<file path="config.mk">
export PLATFORM = sky130hd
export DESIGN_NAME = svm_linear_mc
export DESIGN_NICKNAME = d
export VERILOG_FILES = /design/src/rtl/svm_linear_mc.sv
export SDC_FILE = /design/constraint.sdc
export NUM_CORES = 1
export LEC_CHECK = 0
export ABC_CLOCK_PERIOD_IN_PS = 5300
export CORE_MARGIN = 2
export CORE_UTILIZATION = 50
export CTS_CLUSTER_DIAMETER = 60
export DETAILED_ROUTE_END_ITERATION = 16
export PLACE_DENSITY = 0.63
export SYNTH_ARGS = -nofsm -noshare
export SYNTH_HDL_FRONTEND = slang
export SYNTH_SLANG_ARGS = --single-unit
</file>
<file path="constraint.sdc">
create_clock -name clk -period 5.3 [get_ports clk]
set_clock_uncertainty 0.05 [all_clocks]
set_input_delay 0.53 -clock clk [delete_from_list [all_inputs] [get_ports clk]]
set_output_delay 0.53 -clock clk [all_outputs]
set_load 0.01 [all_outputs]
</file>
<file path="src/rtl/svm_linear_mc.sv">
// Multi-class linear SVM scorer: streams in NCLS weight vectors with biases,
// then scores one feature vector per class on a single MAC and reports the arg-max.
module svm_linear_mc #(
    parameter  int FEAT = 11,
    parameter  int NCLS = 1,
    parameter  int WW   = 9,
    parameter  int XW   = 2,
    localparam int CLW  = (NCLS > 1) ? $clog2(NCLS) : 1,
    localparam int AW   = WW + XW + $clog2(FEAT + 1) + 1
) (
    input  logic           clk,
    input  logic           rst,
    input  logic           start,
    input  logic           write1,
    input  logic [WW-1:0]  SVMin,
    input  logic           write2,
    input  logic [XW-1:0]  datain,
    output logic           ready,
    output logic           wvalid,
    output logic           done,
    output logic           result,
    output logic [CLW-1:0] cls_out,
    output logic [AW-1:0]  score
);

    localparam int NW = NCLS * (FEAT + 1);
    localparam int PW = $clog2(NW);
    localparam int FW = $clog2(FEAT + 1);

    localparam logic [PW-1:0]  PLAST = PW'(NW - 1);
    localparam logic [FW-1:0]  FLAST = FW'(FEAT - 1);
    localparam logic [FW-1:0]  FEND  = FW'(FEAT);
    localparam logic [CLW-1:0] CLAST = CLW'(NCLS - 1);

    typedef enum logic [2:0] {
        S_IDLE,
        S_LOADW,
        S_LOADX,
        S_WAIT,
        S_CALC,
        S_DONE
    } state_t;

    state_t                state_q;
    logic [PW-1:0]         ptr_q;
    logic [FW-1:0]         fidx_q;
    logic [CLW-1:0]        cidx_q;
    logic [CLW-1:0]        bcls_q;
    logic signed [AW-1:0]  acc_q;
    logic signed [AW-1:0]  best_q;

    logic [WW-1:0]         cmem_q [NW];
    logic [XW-1:0]         xmem_q [FEAT+1];

    logic                  w_acc;
    logic                  x_acc;
    logic [PW-1:0]         waddr;
    logic [FW-1:0]         xaddr;
    logic signed [WW-1:0]  w_s;
    logic signed [XW-1:0]  x_s;
    logic signed [AW-1:0]  w_ext;
    logic signed [AW-1:0]  x_ext;
    logic signed [AW-1:0]  prod_d;
    logic signed [AW-1:0]  sc_d;

    // write1 has priority over write2 when both arrive in IDLE
    assign w_acc = write1 && (state_q == S_IDLE || state_q == S_LOADW);
    assign x_acc = write2 && ((state_q == S_IDLE && wvalid && !write1)
                              || state_q == S_LOADX);
    assign waddr = (state_q == S_IDLE) ? '0 : ptr_q;
    assign xaddr = (state_q == S_IDLE) ? '0 : fidx_q;

    assign w_s    = cmem_q[ptr_q];
    assign x_s    = xmem_q[fidx_q];
    assign w_ext  = AW'(w_s);
    assign x_ext  = AW'(x_s);
    assign prod_d = w_ext * x_ext;
    assign sc_d   = acc_q + w_ext;

    always_ff @(posedge clk) begin
        if (w_acc) cmem_q[waddr] <= SVMin;
        if (x_acc) xmem_q[xaddr] <= datain;
    end

    always_ff @(posedge clk or negedge rst) begin
        if (!rst) begin
            state_q <= S_IDLE;
            ptr_q   <= '0;
            fidx_q  <= '0;
            cidx_q  <= '0;
            bcls_q  <= '0;
            acc_q   <= '0;
            best_q  <= '0;
            ready   <= 1'b1;
            wvalid  <= 1'b0;
            done    <= 1'b0;
            result  <= 1'b0;
            cls_out <= '0;
            score   <= '0;
        end else begin
            done <= 1'b0;
            unique case (state_q)
                S_IDLE: begin
                    if (write1) begin
                        state_q <= S_LOADW;
                        wvalid  <= 1'b0;
                        ready   <= 1'b0;
                        ptr_q   <= PW'(1);
                    end else if (write2 && wvalid) begin
                        ready <= 1'b0;
                        if (FEAT == 1) begin
                            state_q <= start ? S_CALC : S_WAIT;
                            fidx_q  <= '0;
                        end else begin
                            state_q <= S_LOADX;
                            fidx_q  <= FW'(1);
                        end
                    end
                end
                S_LOADW: begin
                    if (write1) begin
                        if (ptr_q == PLAST) begin
                            ptr_q   <= '0;
                            wvalid  <= 1'b1;
                            ready   <= 1'b1;
                            state_q <= S_IDLE;
                        end else begin
                            ptr_q <= ptr_q + PW'(1);
                        end
                    end
                end
                S_LOADX: begin
                    if (write2) begin
                        if (fidx_q == FLAST) begin
                            fidx_q  <= '0;
                            state_q <= start ? S_CALC : S_WAIT;
                        end else begin
                            fidx_q <= fidx_q + FW'(1);
                        end
                    end
                end
                S_WAIT: begin
                    if (start) state_q <= S_CALC;
                end
                S_CALC: begin
                    // ptr_q walks the coefficient RAM linearly; the last word of a class is its bias
                    if (fidx_q == FEND) begin
                        fidx_q <= '0;
                        acc_q  <= '0;
                        if (cidx_q == '0 || sc_d > best_q) begin
                            best_q <= sc_d;
                            bcls_q <= cidx_q;
                        end
                        if (cidx_q == CLAST) begin
                            cidx_q  <= '0;
                            ptr_q   <= '0;
                            state_q <= S_DONE;
                        end else begin
                            cidx_q <= cidx_q + CLW'(1);
                            ptr_q  <= ptr_q + PW'(1);
                        end
                    end else begin
                        fidx_q <= fidx_q + FW'(1);
                        ptr_q  <= ptr_q + PW'(1);
                        acc_q  <= acc_q + prod_d;
                    end
                end
                S_DONE: begin
                    done    <= 1'b1;
                    ready   <= 1'b1;
                    score   <= best_q;
                    result  <= ~best_q[AW-1];
                    cls_out <= bcls_q;
                    state_q <= S_IDLE;
                end
                default: state_q <= S_IDLE;
            endcase
        end
    end

endmodule

</file>
==> results.ini, run 1 <==
[synthesis]
synth-compound-area-share=0.08759
syn_nets=822
ys_seq_area_frac=0.5696
avgSynthCellArea_um2=12.85
ys_warn_count=0
synth-seq-cells=195
yosys.area_share.adder=0.07074
synthTopCellsByArea=edfxtp_1 (41%), dfrtp_1 (16%), mux4_2 (6.3%), ha_1 (5.0%), nand2_1 (2.9%)
yosysMostFrequentCell=edfxtp_1
synth_top_family_by_area=multiplexers
synthMuxAreaShare=0.1091
synthXorXnorAreaFrac=0.02354
synth_cell_types=64
postSynthCellCount=757
syn_area_um2=9728
synthArstFlopShare=0.3231
ys.flop_type=edfxtp_1
synthTopCellsByCount=edfxtp_1 (132), nand2_1 (74), dfrtp_1 (62)
synthSimpleGateAreaFrac=0.1070
synth_top_area_cell=edfxtp_1
synth_edf_count=132
yosys.area.top_type_share=0.4075

[setup_path]
rr_worst_depth=15
reg2reg_slack_ps=480
crit_path_top_delay_cell=o41ai_2
r2r_start=fidx_q[1]$_DFFE_PN0P_
crit_start=fidx_q[1]$_DFFE_PN0P_
crit_fanout=9
r2r-end=acc_q[14]$_DFFE_PN0N_
end_kind=flop
worstPathRequired_ps=5620
critical_path.endpoint=acc_q[14]$_DFFE_PN0N_
critPathKind=reg2reg
cp-start-kind=flop
cp_common_cell=o21ai_0
cp_cell_sequence=mux2_2 > o22ai_1 > o41ai_2 > nand2_1 > fa_1 > inv_1 > ha_1 > nor2b_1 > o21ai_0 > a21boi_0 > o21ai_0 > a211oi_1 > o311a_1 > or3_1 > nand3_1
critical-path-max-stage-delay_ps=870
cp.arrival_ps=5150

[clock_network]
cts-root-buf=clkbuf_16
post_cts_buffers=0
h-tree-depth=4
cts_tree=yes
clk_pin_slew_ps=80
cts.path.max_buffers=2
numCtsBuffers=17
clkSinkCount=195
clkLatencyLatePin_ps=450
cts_resized=0
cts_hold_buffers=0

[die]
core_um2=19270
dieArea_um2=20590
ios=37
initial_core_util=0.5048
die_h_um=143.5
die_x_um=143.5
rows=51

[pwr]
p_per_area_nw_per_um2=659.4
leakagePower_nw=4.144
sw_frac_of_total=0.4034
ir_drop_mv=0.3688
p_sw_mw=2.916
seq_power_share=0.297
p_int_mw=4.313
p_clk_frac=0.181
combPwrFrac=0.522
power_mw=7.228

[timing]
final_hold_viol_count=0
period_share=0.9103
fmax_mhz=207.3
slew_violations=0
setup_tns_ps=0
max_slew.worst_pin.slew_ps=1161
setup_viol=0
min_period_ps=4825
timing.final.ws_setup_ps=475.4
relSlewSlack=0.2230
rsz0062_at_grt=no

[place]
place_area_um2=10350
place_ws_ps=364.2
dp_hpwl_um=13540
gp_congestion=0.8396
port_buffers=35

[layout]
nets=851
finalCoreUtilization=0.5688
syn2layout_area_growth_pct=12.68
stdcell_area_um2=10960
diodes=0
fill_cells=1591
drive_gt1_frac=0.1352

[run_status]
status=finished clean

[grt]
grt_pass1_vias=6123
antenna_found_initial=0
grt_max_degree=64
overflow=0
grt_pass1_wl_um=31360
grt_use_total=0.2029

[detailed_routing]
drtIter0Drc=305
wl_per_cell_um=18.51
drtPass1Iterations=5
ant_nets=0
remaining_drc_errors=0
vias=6053
via_per_inst=5.689
drt-total-wl_um=19700

[worst_hold_path]
holdCritPathClass=in2async

[flow_run]
maxCapViolations=0

metrics by stage:
stage               hold WS [ps]  std cells
CTS                        247.1       1064
floorplan                  184.4        757
detailed placement         413.6       1032
finish                     209.0       1064
global route               314.3       1064
global placement           405.4       1032
worst max-delay path: cells and delay by family, from the launching register on:
kind,cells,cell delay [ps]
multiplexers,1,270
flip-flops,1,480
buffers and inverters,1,40
adder cells (fa/ha/maj),2,900
AND/OR/NAND/NOR,4,770
AO/OA/AOI/OAI,7,2260
registers in the layout, summed over array words and instances (netlist names):
register / flops
xmem_q: 24
done: 1
cmem_q: 108
wvalid: 1
fidx_q: 4
ptr_q: 4
ready: 1
acc_q: 16
state_q: 3
result: 1
best_q: 16
score: 16
per-layer routing:
layer,share of wire,global-route usage,up-vias
met2,0.49,0.3303,121
met1,0.45,0.2749,3042
met4,0.018,0.07946,0
met5,0,0,-
met3,0.036,0.03332,26
li1,-,-,2864
worst min path at each step:
| stage | slack, ps | to | cells past startpoint |
|---|---|---|---|
| 6_report | 210 | done$_DFF_PN0_ | 2 |
| 3_5_place_dp | 410 | best_q[0]$_DFFE_PN0P_ | 2 |
| 4_1_cts | 250 | done$_DFF_PN0_ | 2 |
| 3_3_place_gp | 410 | best_q[0]$_DFFE_PN0P_ | 2 |
| 5_1_grt | 310 | done$_DFF_PN0_ | 2 |
| 2_1_floorplan | 180 | acc_q[0]$_DFFE_PN0N_ | 0 |
power groups by stage:
stage               clock, mW  sequential [mW]  combinational, mW
detailed placement          0             2.18               3.75
CTS                      1.33             2.15               3.78
global route             1.39             2.19               4.21
finish                   1.31             2.15               3.77
floorplan                   0             2.07               2.97
global placement            0             2.17               3.66
layout make-up:
type                    instances  area (um2)  area share
well taps                     265       331.6     0.03025
clock buffers                  17       425.4     0.03881
repair buffers                 46       440.4     0.04018
clock inverters                15       178.9     0.01632
multi-input cells             487        3892      0.3551
inverters                      39       146.4     0.01335
flip-flops and latches        195        5547      0.5060
kinds of logic after synthesis:
kind of cell / Yosys count
xor gates and xnor gates: 24
adders and majority gates: 49
muxes: 63
buffers and inverters: 75
and+or+nand+nor: 218
AOI/OAI and AO/OA: 132
DFF: 195
other: 1
cells in the final DEF, fill, tap and decap left out, types with 11 or more instances in the layout:
| master | Yosys | final |
|---|---|---|
| clkdlybuf4s50_1 | 0 | 34 |
| edfxtp_1 | 132 | 132 |
| mux2_2 | 18 | 18 |
| clkbuf_16 | 0 | 17 |
| ha_1 | 39 | 39 |
| xnor2_1 | 11 | 11 |
| o21ai_0 | 42 | 42 |
| mux4_2 | 27 | 27 |
| dfrtp_1 | 62 | 60 |
| mux2i_1 | 13 | 13 |
| xor2_1 | 12 | 12 |
| nor3_1 | 16 | 14 |
| inv_1 | 39 | 39 |
| nand2b_1 | 20 | 20 |
| nand2_1 | 74 | 74 |
| nor2_1 | 50 | 50 |
| a21oi_1 | 28 | 28 |
| nand3_1 | 12 | 12 |
Power figures use the tool's default switching activity.
==> run 2: changes to the inputs <==
--- a/config.mk
+++ b/config.mk
@@ -6,7 +6,7 @@
 export NUM_CORES = 1
 export LEC_CHECK = 0
 export ABC_CLOCK_PERIOD_IN_PS = 5300
-export CORE_MARGIN = 2
+export CORE_MARGIN = 1
 export CORE_UTILIZATION = 50
 export CTS_CLUSTER_DIAMETER = 60
 export DETAILED_ROUTE_END_ITERATION = 16
==> run 2 against run 1 <==
  * Utilization grew 0.94 points
  * Maximum frequency shrank 2.1%
  * Cell area shrank 0.34%
  * Sequential cell count is the same
  * Power grew 0.20%
  * Hold slack lost 2.7 ps
  * Via count is essentially flat
  * Sequential share of layout area grew 0.14 points
  * Worst setup slack lost 110 ps
  * Critical endpoint unchanged
  * Largest cell class unchanged
==> results.ini, run 2 (synthesis results as in run 1) <==
[die]
rows=50  ; -2.0%
ios=37  ; unchanged
initial_core_util=0.5149  ; +0.01010
die_h_um=141.5  ; -1.4%
dieArea_um2=20020  ; -2.8%
core_um2=18890  ; -2.0%
die_x_um=141.5  ; -1.4%

[timing]
max_slew.worst_pin.slew_ps=1160  ; -0.7993 ps
setup_viol=0  ; unchanged
relSlewSlack=0.2235  ; +0.0005350
slew_violations=0  ; unchanged
timing.final.ws_setup_ps=370.1  ; -105.3 ps
setup_tns_ps=0  ; unchanged
period_share=0.9302  ; +0.01987
fmax_mhz=202.8  ; -2.1%
min_period_ps=4930  ; +105.3 ps
whs_ps=206.3  ; -2.716 ps
final_hold_viol_count=0  ; unchanged
rsz0062_at_grt=no

[pwr]
ir_drop_mv=0.4524  ; +23%
combPwrFrac=0.529  ; +0.007
leakagePower_nw=4.129  ; -0.34%
p_clk_frac=0.174  ; -0.007
sw_frac_of_total=0.4104  ; +0.007038
p_sw_mw=2.972  ; +1.9%
p_int_mw=4.270  ; -0.99%
seq_power_share=0.297  ; about the same
p_per_area_nw_per_um2=663.0  ; +0.54%

[setup_path]
reg2reg_slack_ps=370  ; -110 ps
critPathKind=reg2reg
crit_fanout=23  ; +14
cp.arrival_ps=5250  ; +100 ps
cp-start-kind=flop
worstPathRequired_ps=5620  ; about the same
end_kind=flop

[detailed_routing]
remaining_drc_errors=0  ; unchanged
wl_per_cell_um=18.45  ; -0.33%
vias=6056  ; +0.050%
drt-total-wl_um=19520  ; -0.89%
drtIter0Drc=445  ; +46%
ant_nets=0  ; unchanged
drtPass1Iterations=5  ; unchanged
via_per_inst=5.724  ; +0.62%

[clock_network]
clk_pin_slew_ps=80  ; about the same
cts_resized=0  ; unchanged
cts.path.max_buffers=2  ; unchanged
numCtsBuffers=17  ; unchanged
post_cts_buffers=0  ; unchanged
cts_tree=yes
clkSinkCount=195  ; unchanged
cts_hold_buffers=0  ; unchanged
h-tree-depth=4  ; unchanged
clkLatencyLatePin_ps=440  ; about the same
cts-root-buf=clkbuf_16

[grt]
grt_use_total=0.2125  ; +0.009596
grt_pass1_wl_um=32080  ; +2.3%
grt_max_degree=64  ; unchanged
grt_pass1_vias=6170  ; +0.77%
overflow=0  ; unchanged
antenna_found_initial=0  ; unchanged

[layout]
drive_gt1_frac=0.1316  ; -0.003590
syn2layout_area_growth_pct=12.30
layout_common_cells=edfxtp_1 (132), nand2_1 (74), dfrtp_1 (61)
largest_reg_flops=108  ; unchanged
layout.cells.non_filler=1058  ; -0.56%
finalCoreUtilization=0.5782  ; +0.009390
largest-register=cmem_q
diodes=0  ; unchanged
nets=850  ; -0.12%
reg.largest.list=cmem_q (108), xmem_q (24)
final_common_cell=edfxtp_1

[flow_run]
maxCapViolations=0  ; unchanged

[place]
place_ws_ps=386.5  ; +22.33 ps
dp_hpwl_um=13670  ; +0.95%
gp_congestion=0.8413  ; +0.20%
dp.cells=1026  ; -0.58%
port_buffers=35  ; unchanged

[run_status]
status=finished clean

[worst_hold_path]
holdCritPathClass=in2async

run 2: changes by cell type in the layout (fill, tap and decap cells not counted), sizes merged:
| cell | change |
|---|---|
| bufinv | -1 |
| clkinv | +2 |
| buf | -1 |
| clkinvlp | -1 |
run 2: worst paths after layout:
kind / startpoint / to / depth (start not counted)
worst max-delay path: ptr_q[0]$_DFFE_PN0P_ / acc_q[14]$_DFFE_PN0N_ / 16
min in group clk: best_q[0]$_DFFE_PN0P_ / best_q[0]$_DFFE_PN0P_ / 2
max in group asynchronous: rst / ptr_q[0]$_DFFE_PN0P_ / 2
worst min-delay path: rst / score[1]$_DFFE_PN0P_ / 2
worst max register to register: ptr_q[0]$_DFFE_PN0P_ / acc_q[14]$_DFFE_PN0N_ / 16
worst min register to register: best_q[0]$_DFFE_PN0P_ / best_q[0]$_DFFE_PN0P_ / 2
run 2: per-stage QoR:
stage / cell area (um2) / total power [mW]
2_1_floorplan: 9728 / 5.040
3_3_place_gp: 10340 / 5.850
3_5_place_dp: 10340 / 5.968
4_1_cts: 10920 / 7.240
5_1_grt: 10920 / 7.818
6_report: 10920 / 7.243
run 2: power by group through the flow:
stage | clock network (mW) | logic (mW) | registers [mW]
2_1_floorplan | 0 | 2.97 | 2.07
3_3_place_gp | 0 | 3.67 | 2.18
3_5_place_dp | 0 | 3.77 | 2.20
4_1_cts | 1.28 | 3.79 | 2.16
5_1_grt | 1.34 | 4.27 | 2.21
6_report | 1.26 | 3.83 | 2.15
run 2: routing by layer:
metal  vias to the layer above  global-route usage  part of all wire  wire length [um]
met2                       172              0.3317              0.47              9149
li1                       2856                   -                 -                 -
met3                        26             0.02835             0.042               827
met5                         -                   0                 0                 0
met4                         0             0.07753             0.019               364
met1                      3002              0.3072              0.47              9178
run 2: final cells by class:
type / instances / area [um2]
fillers: 1522 / 7969
flip-flops and latches: 195 / 5543
multi-input cells: 487 / 3892
repair buffers: 45 / 432.9
clock buffers: 17 / 425.4
well taps: 260 / 325.3
clock inverters: 15 / 158.9
inverters: 39 / 146.4
run 2: worst max-delay path, cell delays in order (launching register included):
cell,delay (ps)
dfrtp_2,810
buf_4,280
mux4_2,510
nand2_1,80
o21a_1,200
nand2_1,100
fa_1,510
inv_1,50
ha_1,350
nor2b_1,150
o21ai_0,180
a21boi_0,150
o21ai_0,370
a211oi_1,190
o311a_1,420
or3_1,350
nand3_1,80
